[src/rtl/sgpr_recovery_if.sv]
// Signal bundle between the recovery sequencer and the lockstep cores / shared GPR.
// The controller takes the master modport; the core/GPR side takes slave.
interface sgpr_recovery_if;
  logic        mismatch_i;
  logic        halt_ack_a_i;
  logic        halt_ack_b_i;
  logic        halt_o;
  logic [4:0]  sgpr_raddr_o;
  logic [31:0] sgpr_rdata_i;
  logic        rf_we_o;
  logic [4:0]  rf_waddr_o;
  logic [31:0] rf_wdata_o;
  logic        flush_o;
  logic        busy_o;
  logic        fail_o;
  logic [7:0]  err_count_o;

  modport master (
    input  mismatch_i, halt_ack_a_i, halt_ack_b_i, sgpr_rdata_i,
    output halt_o, sgpr_raddr_o, rf_we_o, rf_waddr_o, rf_wdata_o,
           flush_o, busy_o, fail_o, err_count_o
  );

  modport slave (
    output mismatch_i, halt_ack_a_i, halt_ack_b_i, sgpr_rdata_i,
    input  halt_o, sgpr_raddr_o, rf_we_o, rf_waddr_o, rf_wdata_o,
           flush_o, busy_o, fail_o, err_count_o
  );
endinterface

[src/rtl/sgpr_recovery_ctrl.sv]
// Lockstep recovery sequencer: halts both cores on a GPR mismatch, replays x1..x31
// from the shared GPR into both private register files, then flushes/restarts them.
module sgpr_recovery_ctrl #(
  parameter int MAX_RETRY    = 3,
  parameter int WINDOW       = 1024,
  parameter int HALT_TIMEOUT = 64
) (
  input  logic            clk,
  input  logic            rst_n,
  sgpr_recovery_if.master bus
);

  localparam int RETRY_W = (MAX_RETRY > 0)    ? $clog2(MAX_RETRY + 1) : 1;
  localparam int WIN_W   = (WINDOW > 2)       ? $clog2(WINDOW)        : 1;
  localparam int TMO_W   = (HALT_TIMEOUT > 2) ? $clog2(HALT_TIMEOUT)  : 1;

  localparam logic [RETRY_W-1:0] RETRY_MAX = RETRY_W'(MAX_RETRY);
  localparam logic [WIN_W-1:0]   WIN_LAST  = WIN_W'(WINDOW - 1);
  localparam logic [TMO_W-1:0]   TMO_LAST  = TMO_W'(HALT_TIMEOUT - 1);
  localparam logic [4:0]         LAST_REG  = 5'd31;

  typedef enum logic [2:0] {
    S_IDLE,
    S_HALT_WAIT,
    S_COPY,
    S_DRAIN,
    S_RESUME,
    S_FAIL
  } state_e;

  state_e               state_q, state_d;
  logic [RETRY_W-1:0]   retry_q, retry_d;
  logic [WIN_W-1:0]     win_q, win_d;
  logic [TMO_W-1:0]     tmo_q, tmo_d;
  logic                 ack_a_q, ack_a_d;
  logic                 ack_b_q, ack_b_d;
  logic [4:0]           raddr_q, raddr_d;
  logic [7:0]           err_q, err_d;

  // Registered copies of the outputs, computed from the next state.
  logic                 halt_q, halt_d;
  logic                 busy_q, busy_d;
  logic                 flush_q, flush_d;
  logic                 fail_q, fail_d;
  logic                 we_q, we_d;
  logic [4:0]           waddr_q, waddr_d;

  // Next-state and counter logic.
  // NOTE: every variable gets a default at the top of the block so no path
  // leaves one unassigned; that is what keeps this block free of latches.
  always_comb begin
    state_d = state_q;
    retry_d = retry_q;
    win_d   = win_q;
    tmo_d   = '0;
    ack_a_d = ack_a_q;
    ack_b_d = ack_b_q;
    raddr_d = '0;
    err_d   = err_q;

    unique case (state_q)
      S_IDLE: begin
        ack_a_d = 1'b0;
        ack_b_d = 1'b0;
        if (bus.mismatch_i) begin
          win_d = '0;
          err_d = (err_q == 8'hFF) ? err_q : err_q + 8'd1;
          if (retry_q < RETRY_MAX) begin
            retry_d = retry_q + 1'b1;
            state_d = S_HALT_WAIT;
          end else begin
            state_d = S_FAIL;
          end
        end else if (retry_q != '0) begin
          // A full quiet window forgives all earlier recoveries.
          if (win_q == WIN_LAST) begin
            win_d   = '0;
            retry_d = '0;
          end else begin
            win_d = win_q + 1'b1;
          end
        end
      end

      S_HALT_WAIT: begin
        ack_a_d = ack_a_q | bus.halt_ack_a_i;
        ack_b_d = ack_b_q | bus.halt_ack_b_i;
        if (ack_a_q && ack_b_q) begin
          state_d = S_COPY;
          raddr_d = 5'd1;
        end else if (tmo_q == TMO_LAST) begin
          state_d = S_FAIL;
        end else begin
          tmo_d = tmo_q + 1'b1;
        end
      end

      S_COPY: begin
        if (raddr_q == LAST_REG) begin
          state_d = S_DRAIN;
        end else begin
          raddr_d = raddr_q + 5'd1;
        end
      end

      S_DRAIN: state_d = S_RESUME;

      S_RESUME: begin
        ack_a_d = 1'b0;
        ack_b_d = 1'b0;
        win_d   = '0;
        state_d = S_IDLE;
      end

      S_FAIL: state_d = S_FAIL;

      default: state_d = S_IDLE;
    endcase
  end

  // Output decode. The write strobe lags the read by one cycle so that it lines
  // up with the shared GPR's registered read data.
  always_comb begin
    halt_d  = (state_d == S_HALT_WAIT) || (state_d == S_COPY) ||
              (state_d == S_DRAIN)     || (state_d == S_FAIL);
    busy_d  = (state_d == S_HALT_WAIT) || (state_d == S_COPY) ||
              (state_d == S_DRAIN)     || (state_d == S_RESUME);
    flush_d = (state_d == S_RESUME);
    fail_d  = (state_d == S_FAIL);
    we_d    = (state_q == S_COPY);
    waddr_d = (state_q == S_COPY) ? raddr_q : 5'd0;
  end

  // NOTE: sequential state uses non-blocking assignments only, so every flop
  // samples the pre-edge value of every other flop regardless of statement order.
  always_ff @(posedge clk or negedge rst_n) begin
    if (!rst_n) begin
      state_q <= S_IDLE;
      retry_q <= '0;
      win_q   <= '0;
      tmo_q   <= '0;
      ack_a_q <= 1'b0;
      ack_b_q <= 1'b0;
      raddr_q <= '0;
      err_q   <= '0;
      halt_q  <= 1'b0;
      busy_q  <= 1'b0;
      flush_q <= 1'b0;
      fail_q  <= 1'b0;
      we_q    <= 1'b0;
      waddr_q <= '0;
    end else begin
      state_q <= state_d;
      retry_q <= retry_d;
      win_q   <= win_d;
      tmo_q   <= tmo_d;
      ack_a_q <= ack_a_d;
      ack_b_q <= ack_b_d;
      raddr_q <= raddr_d;
      err_q   <= err_d;
      halt_q  <= halt_d;
      busy_q  <= busy_d;
      flush_q <= flush_d;
      fail_q  <= fail_d;
      we_q    <= we_d;
      waddr_q <= waddr_d;
    end
  end

  assign bus.halt_o       = halt_q;
  assign bus.busy_o       = busy_q;
  assign bus.flush_o      = flush_q;
  assign bus.fail_o       = fail_q;
  assign bus.sgpr_raddr_o = raddr_q;
  assign bus.rf_we_o      = we_q;
  assign bus.rf_waddr_o   = waddr_q;
  // Read data arrives in the write cycle, so it is forwarded rather than re-registered.
  assign bus.rf_wdata_o   = we_q ? bus.sgpr_rdata_i : 32'd0;
  assign bus.err_count_o  = err_q;

endmodule

[src/flat_wrapper.sv]
// flat-port wrapper written by rule: the top's interface ports become plain ports
module sgpr_recovery_ctrl_flat 
#(
  parameter int MAX_RETRY    = 3,
  parameter int WINDOW       = 1024,
  parameter int HALT_TIMEOUT = 64
)
  (clk, rst_n, bus_mismatch_i, bus_halt_ack_a_i, bus_halt_ack_b_i, bus_sgpr_rdata_i, bus_halt_o, bus_sgpr_raddr_o, bus_rf_we_o, bus_rf_waddr_o, bus_rf_wdata_o, bus_flush_o, bus_busy_o, bus_fail_o, bus_err_count_o);
  sgpr_recovery_if bus_i ();
  input  logic clk;
  input  logic rst_n;
  input wire logic [$bits(bus_i.mismatch_i)-1:0] bus_mismatch_i;
  input wire logic [$bits(bus_i.halt_ack_a_i)-1:0] bus_halt_ack_a_i;
  input wire logic [$bits(bus_i.halt_ack_b_i)-1:0] bus_halt_ack_b_i;
  input wire logic [$bits(bus_i.sgpr_rdata_i)-1:0] bus_sgpr_rdata_i;
  output wire logic [$bits(bus_i.halt_o)-1:0] bus_halt_o;
  output wire logic [$bits(bus_i.sgpr_raddr_o)-1:0] bus_sgpr_raddr_o;
  output wire logic [$bits(bus_i.rf_we_o)-1:0] bus_rf_we_o;
  output wire logic [$bits(bus_i.rf_waddr_o)-1:0] bus_rf_waddr_o;
  output wire logic [$bits(bus_i.rf_wdata_o)-1:0] bus_rf_wdata_o;
  output wire logic [$bits(bus_i.flush_o)-1:0] bus_flush_o;
  output wire logic [$bits(bus_i.busy_o)-1:0] bus_busy_o;
  output wire logic [$bits(bus_i.fail_o)-1:0] bus_fail_o;
  output wire logic [$bits(bus_i.err_count_o)-1:0] bus_err_count_o;
  assign bus_i.mismatch_i = bus_mismatch_i;
  assign bus_i.halt_ack_a_i = bus_halt_ack_a_i;
  assign bus_i.halt_ack_b_i = bus_halt_ack_b_i;
  assign bus_i.sgpr_rdata_i = bus_sgpr_rdata_i;
  assign bus_halt_o = bus_i.halt_o;
  assign bus_sgpr_raddr_o = bus_i.sgpr_raddr_o;
  assign bus_rf_we_o = bus_i.rf_we_o;
  assign bus_rf_waddr_o = bus_i.rf_waddr_o;
  assign bus_rf_wdata_o = bus_i.rf_wdata_o;
  assign bus_flush_o = bus_i.flush_o;
  assign bus_busy_o = bus_i.busy_o;
  assign bus_fail_o = bus_i.fail_o;
  assign bus_err_count_o = bus_i.err_count_o;
  sgpr_recovery_ctrl #(.MAX_RETRY(MAX_RETRY), .WINDOW(WINDOW), .HALT_TIMEOUT(HALT_TIMEOUT)) u_core (.clk(clk), .rst_n(rst_n), .bus(bus_i));
endmodule
[config.mk]
export PLATFORM = sky130hd
export DESIGN_NAME = sgpr_recovery_ctrl_flat
export DESIGN_NICKNAME = d
export VERILOG_FILES = /design/src/rtl/sgpr_recovery_if.sv /design/src/rtl/sgpr_recovery_ctrl.sv /design/src/flat_wrapper.sv
export SDC_FILE = /design/constraint.sdc
export NUM_CORES = 1
export LEC_CHECK = 0
export BUFFER_PORTS_ARGS = -buffer_cell sky130_fd_sc_hd__buf_2
export CELL_PAD_IN_SITES_DETAIL_PLACEMENT = 0
export CELL_PAD_IN_SITES_GLOBAL_PLACEMENT = 1
export CORE_ASPECT_RATIO = 0.9
export CORE_MARGIN = 2
export CORE_UTILIZATION = 30
export CTS_BUF_LIST = sky130_fd_sc_hd__clkbuf_4 sky130_fd_sc_hd__clkbuf_8
export CTS_CLUSTER_DIAMETER = 120
export CTS_CLUSTER_SIZE = 24
export DETAILED_ROUTE_END_ITERATION = 6
export PLACE_DENSITY = 0.71
export SLEW_MARGIN = 0
export SYNTH_ARGS = -nofsm -noshare
export SYNTH_HDL_FRONTEND = slang
export SYNTH_SLANG_ARGS = --single-unit
[constraint.sdc]
create_clock -name clk -period 2.2 [get_ports clk]
set_input_delay 0.22 -clock clk [delete_from_list [all_inputs] [get_ports clk]]
set_output_delay 0.22 -clock clk [all_outputs]
set_load 0.1 [all_outputs]
==> impl_metrics.toml, run 1 <==
[outcome]
status = "complete, but fails checks"
violations = "hold timing"

[power_and_ir_drop]
irDropWorstVdd_uv = 280
power_uw = 3370
power.density_mw_per_mm2 = 1070
power_frac_comb_pct = 44.7
leakage_uw = 0.00163
clkPwrFrac_pct = 18.6
p_switching_uw = 1630
pwr-share-seq_pct = 36.6
internal_power_uw = 1750
p_sw_share_pct = 48.2

[routing]
vias_per_cell = 4.67
routed_wl_um = 5380
dr_total_vias = 2049
drc = 0
dr.first_iter.drc_count = 88
ant_nets = 0
wl_per_cell_um = 12.3
first_pass_iters = 6

[finish]
diodes = 0
final_cells = 439
fin_nets = 383
drive_gt1_share_pct = 42.6
layout_commonest_cell = "buf_2"
final_cell_mix = "buf_2, dfrtp_1, and2_2"
area_growth_pct = 29.1

[logic_synthesis]
yosysSeqAreaShare_pct = 47.2
synth_edf_count = 0
synth_top_area_cell = "dfrtp_1"
ys_ff_latch = 46
avgSynthCellArea_um2 = 9.84
synth.net_count = 292
synth.distinct_cells = 51
syn-instance-count = 248
ys_async_sr_fraction_pct = 100
yosysWarnings = 0
yosysTopAreaCellShare_pct = 47.2
syn_area_mm2 = 0.00244
dominantRegCellSynth = "dfrtp_1"
yosys-top-cells-area = "dfrtp_1, and2_1, ha_1, nand2_1, nor2_1"

[sta]
max-slew-margin-rel_pct = 49.6
hold_ws_ns = -0.0202
tightest_slew_ns = 0.757
period_share_pct = 88.9
skew_ns = 0.00814
tns_ns = 0
hold_viol = 24
maxSlewViolCount = 0
max_freq_ghz = 0.511
setup_violations = 0
min_period_ns = 1.96
postLayoutSetupSlackWorst_ns = 0.243
rsz0062_at_grt = "false"

[global_route]
grt_pass1_vias = 1886
antenna_found_initial = 0
grt_max_degree = 36
grt_overflow = 0
grt_pass1_wl_um = 8860
gr-usage-all-layers_pct = 12.5

[clocking]
clock_latency_ns = 0.30
clock-root-buffer = "clkbuf_8"
htreeDepth = 2
cts_buffer_depth = 2
clk_pin_slew_ns = 0.09
cts_sinks = 46
ctsResizeCount = 0
cts_tree = "yes"
postCtsSetupBuffers = 0
numCtsBuffers = 5
holdBufCountCts = 0

[setup_path]
path_depth = 2
required_ns = 1.98
path_delay_family = "flip-flops"
path_class = "reg2out"
r2r_end = "u_core.win_q[4]$_DFFE_PN0P_"
worstPathArrival_ns = 1.74
start_kind = "flip-flop"
path_max_fanout = 33
r2r_slack_ns = 0.39
critPathMaxStageDelay_ns = 0.74
slowest_stage = "dfrtp_1"
crit_chain = "and2_2 -> buf_2"
critPathBufInv = 1
r2r-start = "u_core.retry_q[0]$_DFFE_PN0P_"
critPathCaptureType = "primary output"
r2r_cells = 5

[floorplan]
dieArea_mm2 = 0.00887
fp-row-count = 31
io_pins = 92
initial_core_util_pct = 30.5
die_h_um = 89.6
core-area_mm2 = 0.00799
die_w_um = 99.1

[placement]
post-place-ws_ns = 0.385
place_congestion = 0.750
placed_cells = 431
io_buffers = 91
dp_hpwl_um = 4140

[min_path]
hp-class = "in2async"

[run]
maxCapViolCount = 0
## registers in the layout, summed over array words and instances, names as in the netlist, 2 cells and up
signal	flops
u_core.bus.err_count_o	8
u_core.bus.rf_waddr_o	5
u_core.bus.sgpr_raddr_o	5
u_core.retry_q	2
u_core.state_q	3
u_core.tmo_q	6
u_core.win_q	10
## per-stage QoR
| stage | util [%] | area, um^2 |
|---|---|---|
| global route | 39.4 | 3150 |
| floorplan | - | 2480 |
| finish | 39.4 | 3150 |
| CTS | 39.4 | 3150 |
| detailed placement | 38.0 | 3040 |
| global placement | 38.0 | 3040 |
## power by group through the flow
| stage | Combinational, uW | Sequential (uW) | Clock [uW] |
|---|---|---|---|
| 2_1_floorplan | 765 | 1730 | 0 |
| 3_3_place_gp | 1520 | 1250 | 0 |
| 3_5_place_dp | 1520 | 1260 | 0 |
| 4_1_cts | 1520 | 1240 | 661 |
| 5_1_grt | 1620 | 1280 | 694 |
| 6_report | 1510 | 1240 | 628 |
## cells by family after synthesis
kind of cell	after synthesis	share of synthesized area [%]
AND/OR/NAND/NOR	127	29.5
flip-flops	46	47.2
AO/OA/AOI/OAI	34	10.2
buffers and inverters	17	2.97
XOR/XNOR	11	3.95
adder cells (fa/ha/maj)	7	3.59
multiplexers	6	2.62
## area by class of cell
| class | instances | area (um^2) |
|---|---|---|
| fillers | 804 | 4840 |
| multi-input cells | 185 | 1250 |
| flip-flops and latches | 46 | 1150 |
| clock inverters | 2 | 37.5 |
| well taps | 99 | 124 |
| clock buffers | 6 | 76.3 |
| inverters | 7 | 26.3 |
| repair buffers | 94 | 478 |
## how the worst max path moves through the flow
stage / from / endpoint / slack [ns]
after global placement: u_core.retry_q[0]$_DFFE_PN0P_ / u_core.win_q[4]$_DFFE_PN0P_ / 0.42
final: u_core.bus.rf_we_o$_DFF_PN0_ / bus_rf_wdata_o[15] / 0.24
after CTS: u_core.bus.rf_we_o$_DFF_PN0_ / bus_rf_wdata_o[15] / 0.20
after global routing: u_core.bus.rf_we_o$_DFF_PN0_ / bus_rf_wdata_o[15] / 0.06
after detailed placement: u_core.retry_q[0]$_DFFE_PN0P_ / u_core.win_q[4]$_DFFE_PN0P_ / 0.39
after floorplan: u_core.bus.err_count_o[5]$_DFFE_PN0P_ / u_core.bus.err_count_o[1]$_DFFE_PN0P_ / 0.02
## layer usage
| layer | vias up | GRT usage [%] | part of all wire [%] |
|---|---|---|---|
| li1 | 1040 | - | - |
| met1 | 928 | 14.7 | 43 |
| met2 | 76 | 23.0 | 48 |
| met3 | 5 | 2.89 | 8.1 |
| met4 | 0 | 3.74 | 1.5 |
| met5 | - | 0 | 0 |
## synthesized netlist by cell type, types with 5 or more instances
cell,count
ha_1,7
nand2_1,23
a21oi_1,6
nand4_1,6
nor2_1,19
clkbuf_1,5
nand3_1,10
and2_1,40
dfrtp_1,46
inv_1,6
xnor2_1,7
Power figures use the tool's default switching activity.
==> run 2: changes to the inputs <==
--- a/config.mk
+++ b/config.mk
@@ -6,8 +6,6 @@
 export NUM_CORES = 1
 export LEC_CHECK = 0
 export BUFFER_PORTS_ARGS = -buffer_cell sky130_fd_sc_hd__buf_2
-export CELL_PAD_IN_SITES_DETAIL_PLACEMENT = 0
-export CELL_PAD_IN_SITES_GLOBAL_PLACEMENT = 1
 export CORE_ASPECT_RATIO = 0.9
 export CORE_MARGIN = 2
 export CORE_UTILIZATION = 30
@@ -15,7 +13,7 @@
 export CTS_CLUSTER_DIAMETER = 120
 export CTS_CLUSTER_SIZE = 24
 export DETAILED_ROUTE_END_ITERATION = 6
-export PLACE_DENSITY = 0.71
+export PLACE_DENSITY = 0.56
 export SLEW_MARGIN = 0
 export SYNTH_ARGS = -nofsm -noshare
 export SYNTH_HDL_FRONTEND = slang
==> run 2 against run 1 <==
Against the previous run:
- the flow still finishes with violations (hold timing)
- maximum frequency is 0.97% higher
- register-to-register slack about the same
- worst hold slack got worse by 0.0069 ns
- wire length decreased by 2.5%
- sequential cell count is the same
- combinational power is essentially flat
- clock power grew 21%
- die area unchanged
- power increased by 4.1%
- global-route usage shrank 0.41 points
- cell count unchanged
- via count grew 1.7%
==> impl_metrics.toml, run 2 (same netlist as run 1, synthesis figures left out) <==
[min_path]
hp-class = "in2async"

[setup_path]
r2r-start = "u_core.retry_q[0]$_DFFE_PN0P_"
required_ns = 1.98
path_max_fanout = 33
path_class = "reg2out"
critPathCaptureType = "primary output"
crit_chain = "and2_2 -> buf_2"
slowest_stage = "dfrtp_1"
r2r_cells = 5
worstPathArrival_ns = 1.72
r2r_end = "u_core.win_q[4]$_DFFE_PN0P_"
r2r_slack_ns = 0.38
start_kind = "flip-flop"
critPathMaxStageDelay_ns = 0.74

[floorplan]
io_pins = 92
die_h_um = 89.6
fp-row-count = 31
dieArea_mm2 = 0.00887
core-area_mm2 = 0.00799
die_w_um = 99.1
initial_core_util_pct = 30.5

[finish]
fin_nets = 383
largest_reg_flops = 10
regMostFlops = "u_core.win_q"
drive_gt1_share_pct = 42.6
layout_commonest_cell = "buf_2"
final_cell_mix = "buf_2, dfrtp_1, and2_2"
nFillCells = 787
area_growth_pct = 30.3
diodes = 0
regArea_mm2 = 0.00115
fin_util_pct = 39.8
multi_input_area_mm2 = 0.00125

[routing]
dr_total_vias = 2083
first_pass_iters = 4
dr.first_iter.drc_count = 67
drc = 0
routed_wl_um = 5250
ant_nets = 0
vias_per_cell = 4.74
wl_per_cell_um = 12.0

[sta]
min_period_ns = 1.94
hold_ws_ns = -0.0271
setup_violations = 0
max-slew-margin-rel_pct = 51.3
maxSlewViolCount = 0
rsz0062_at_grt = "false"
period_share_pct = 88.1
tightest_slew_ns = 0.731
max_freq_ghz = 0.516
skew_ns = 0.00754
tns_ns = 0
hold_viol = 32

[global_route]
grt_pass1_vias = 1909
gr-usage-all-layers_pct = 12.1
grt_pass1_wl_um = 8670
antenna_found_initial = 0
grt_overflow = 0
grt_max_degree = 35

[placement]
dp_hpwl_um = 4020
place_congestion = 0.783
io_buffers = 91

[clocking]
holdBufCountCts = 0
clock_latency_ns = 0.29
clock-root-buffer = "clkbuf_8"
numCtsBuffers = 5
cts_buffer_depth = 2
cts_tree = "yes"
postCtsSetupBuffers = 0
cts_sinks = 46
htreeDepth = 2
ctsResizeCount = 0
clk_pin_slew_ns = 0.09

[power_and_ir_drop]
power_uw = 3510
leakage_uw = 0.00164
power.density_mw_per_mm2 = 1100
irDropWorstVdd_uv = 331

[outcome]
violations = "hold timing"
status = "complete, but fails checks"

[run]
maxCapViolCount = 0
## run 2: cell count changes in the layout (fill, tap and decap cells not counted)
cell	delta
clkbuf_4	-1
clkbuf_8	+1
bufinv_16	+1
clkinvlp_4	-1
## run 2: per-layer routing
metal | global-route usage [%] | share of wire (%)
met3 | 2.97 | 8.2
met4 | 4.61 | 1.3
met2 | 21.2 | 47
met1 | 14.5 | 43
met5 | 0 | 0
## run 2: critical path: cells and delay by family, from the launching register on
kind | cells | cell delay [ns]
DFF | 1 | 0.74
and+or+nand+nor | 1 | 0.25
buffers and inverters | 1 | 0.43
## run 2: worst max-delay path by stage
stage                                                     start                               endpoint  slack (ns)  cells after the start
final                              u_core.bus.rf_we_o$_DFF_PN0_                     bus_rf_wdata_o[30]        0.26                      2
after global placement            u_core.retry_q[0]$_DFFE_PN0P_            u_core.win_q[4]$_DFFE_PN0P_        0.42                      5
after detailed placement          u_core.retry_q[0]$_DFFE_PN0P_            u_core.win_q[4]$_DFFE_PN0P_        0.36                      5
after CTS                          u_core.bus.rf_we_o$_DFF_PN0_                     bus_rf_wdata_o[30]        0.19                      2
after floorplan           u_core.bus.err_count_o[5]$_DFFE_PN0P_  u_core.bus.err_count_o[1]$_DFFE_PN0P_        0.02                      4
after global routing               u_core.bus.rf_we_o$_DFF_PN0_                     bus_rf_wdata_o[30]        0.06                      2
## run 2: final cells by class
| class | instances | area share, % |
|---|---|---|
| Multi-Input combinational cell | 185 | 39.4 |
| Sequential cell | 46 | 36.3 |
| Timing Repair Buffer | 94 | 15.0 |
| Tap cell | 99 | 3.90 |
| Clock buffer | 6 | 2.60 |
| Clock inverter | 2 | 1.89 |
| Inverter | 7 | 0.827 |
## run 2: stage by stage
stage	hold slack, ns	setup WS (ns)	cell area, um^2	instances
2_1_floorplan	-0.0756	0.0239	2480	248
3_3_place_gp	0.335	0.417	3040	431
3_5_place_dp	0.338	0.362	3040	431
4_1_cts	0.00964	0.187	3180	439
5_1_grt	0.0377	0.0587	3180	439
6_report	-0.0271	0.262	3180	439
## run 2: power by group
| part | total, uW | internal [uW] | switching, uW |
|---|---|---|---|
| Sequential | 1240 | 1010 | 230 |
| Combinational | 1510 | 387 | 1120 |
| Clock | 761 | 484 | 277 |
==> run 3: changes to the inputs <==
--- a/config.mk
+++ b/config.mk
@@ -8,12 +8,12 @@
 export BUFFER_PORTS_ARGS = -buffer_cell sky130_fd_sc_hd__buf_2
 export CORE_ASPECT_RATIO = 0.9
 export CORE_MARGIN = 2
-export CORE_UTILIZATION = 30
+export CORE_UTILIZATION = 51
 export CTS_BUF_LIST = sky130_fd_sc_hd__clkbuf_4 sky130_fd_sc_hd__clkbuf_8
 export CTS_CLUSTER_DIAMETER = 120
 export CTS_CLUSTER_SIZE = 24
 export DETAILED_ROUTE_END_ITERATION = 6
-export PLACE_DENSITY = 0.56
+export PLACE_DENSITY = 0.86
 export SLEW_MARGIN = 0
 export SYNTH_ARGS = -nofsm -noshare
 export SYNTH_HDL_FRONTEND = slang
==> run 3 against run 2 <==
Against the previous run:
- the run now ends clean
- cell count fell by 8.2%
- sequential power barely moved
- worst setup slack got worse by 0.049 ns
- largest cell class unchanged
- maximum frequency fell by 2.5%
- die area fell by 40%
- non-clock buffer count rose by 1
- clock skew fell by 0.00054 ns
==> impl_metrics.toml, run 3 (same netlist as run 1, synthesis figures left out) <==
[sta]
max-slew-margin-rel_pct = 58.0
skew_ns = 0.00700
hold_ws_ns = 0.161
maxSlewViolCount = 0
hold_viol = 0
min_period_ns = 1.99
max_freq_ghz = 0.503
tns_ns = 0
setup_violations = 0
period_share_pct = 90.3
tightest_slew_ns = 0.630
rsz0062_at_grt = "false"

[placement]
io_buffers = 91
post_dp_cell_area_mm2 = 0.00299
dp_hpwl_um = 4190
place_congestion = 0.855

[run]
maxCapViolCount = 0

[setup_path]
worstPathArrival_ns = 1.77
start_kind = "flip-flop"
r2r-start = "u_core.retry_q[0]$_DFFE_PN0P_"
startpoint = "u_core.bus.rf_we_o$_DFF_PN0_"
required_ns = 1.98
path_class = "reg2out"
critPathCaptureType = "primary output"
endpoint = "bus_rf_wdata_o[8]"
r2r_slack_ns = 0.35
r2r_end = "u_core.win_q[4]$_DFFE_PN0P_"
r2r_cells = 5
path_max_fanout = 33

[finish]
diodes = 0
largest_reg_flops = 10
regMostFlops = "u_core.win_q"
layout_commonest_cell = "buf_2"
drive_gt1_share_pct = 42.5
final_area_mm2 = 0.00314
final_cell_mix = "buf_2, dfrtp_1, and2_2"
fin_util_pct = 69.5
area_growth_pct = 28.8
fin_nets = 384

[floorplan]
fp-row-count = 23
die_h_um = 69.6
io_pins = 92
die_w_um = 76.9
dieArea_mm2 = 0.00535
initial_core_util_pct = 54.0
core-area_mm2 = 0.00452

[routing]
dr_wl_met2_um = 2670
ant_nets = 0
wl_met1_um = 2280
routed_wl_um = 5590
dr_total_vias = 2148
dr.first_iter.drc_count = 136
dr_wl_met3_um = 480
drc = 0
wl_per_cell_um = 13.9
routed.top_layer = "met4"
vias_per_cell = 5.33
first_pass_iters = 4

[clocking]
numCtsBuffers = 5
cts_buffer_depth = 2
htreeDepth = 2
cts_tree = "yes"
holdBufCountCts = 1
clock-root-buffer = "clkbuf_8"
cts_sinks = 46
clk_pin_slew_ns = 0.08
postCtsSetupBuffers = 0
clock_latency_ns = 0.30
ctsResizeCount = 0

[power_and_ir_drop]
power.density_mw_per_mm2 = 1130
power_uw = 3560
leakage_uw = 0.00165
irDropWorstVdd_uv = 670

[global_route]
antenna_found_initial = 0
grt_max_degree = 34
grt_pass1_vias = 1979
gr-usage-all-layers_pct = 21.7
grt_pass1_wl_um = 9200
grt_overflow = 0

[outcome]
status = "finished clean"

[min_path]
hold_path_depth = 3
hp-class = "in2reg"
==> run 3: power breakdown <==
part | internal, uW | total [uW] | switching (uW)
clock network | 484 | 763 | 279
registers | 1010 | 1240 | 230
logic | 391 | 1550 | 1160
==> run 3: stage by stage <==
stage / setup slack, ns / std cells
finish: 0.213 / 403
global route: 0.0641 / 403
CTS: 0.176 / 403
detailed placement: 0.375 / 394
global placement: 0.448 / 394
floorplan: 0.0239 / 248
==> run 3: per-layer routing <==
metal | up-vias | track usage [%]
met5 | - | 0
met1 | 981 | 26.2
met2 | 105 | 35.6
li1 | 1045 | -
met3 | 17 | 6.51
met4 | 0 | 10.5
==> run 3: worst min-delay path by stage <==
stage | startpoint | slack [ns] | end
CTS | bus_halt_ack_a_i | 0.16 | u_core.ack_a_q$_DFFE_PN0P_
floorplan | rst_n | -0.08 | u_core.ack_a_q$_DFFE_PN0P_
detailed placement | rst_n | 0.27 | u_core.bus.err_count_o[5]$_DFFE_PN0P_
global placement | rst_n | 0.26 | u_core.bus.err_count_o[5]$_DFFE_PN0P_
global route | bus_halt_ack_b_i | 0.18 | u_core.ack_b_q$_DFFE_PN0P_
finish | bus_halt_ack_a_i | 0.16 | u_core.ack_a_q$_DFFE_PN0P_
==> run 3: final cells by class <==
cell class,instances,area (um^2)
Clock buffer,6,82.6
Clock inverter,2,60.1
Fill cell,369,1380
Inverter,7,26.3
Multi-Input combinational cell,185,1250
Sequential cell,46,1150
Tap cell,62,77.6
Timing Repair Buffer,95,488
==> run 3: critical path: stages, from the launching register on <==
cell,delay [ns]
dfrtp_1,0.75
and2_2,0.28
buf_2,0.43
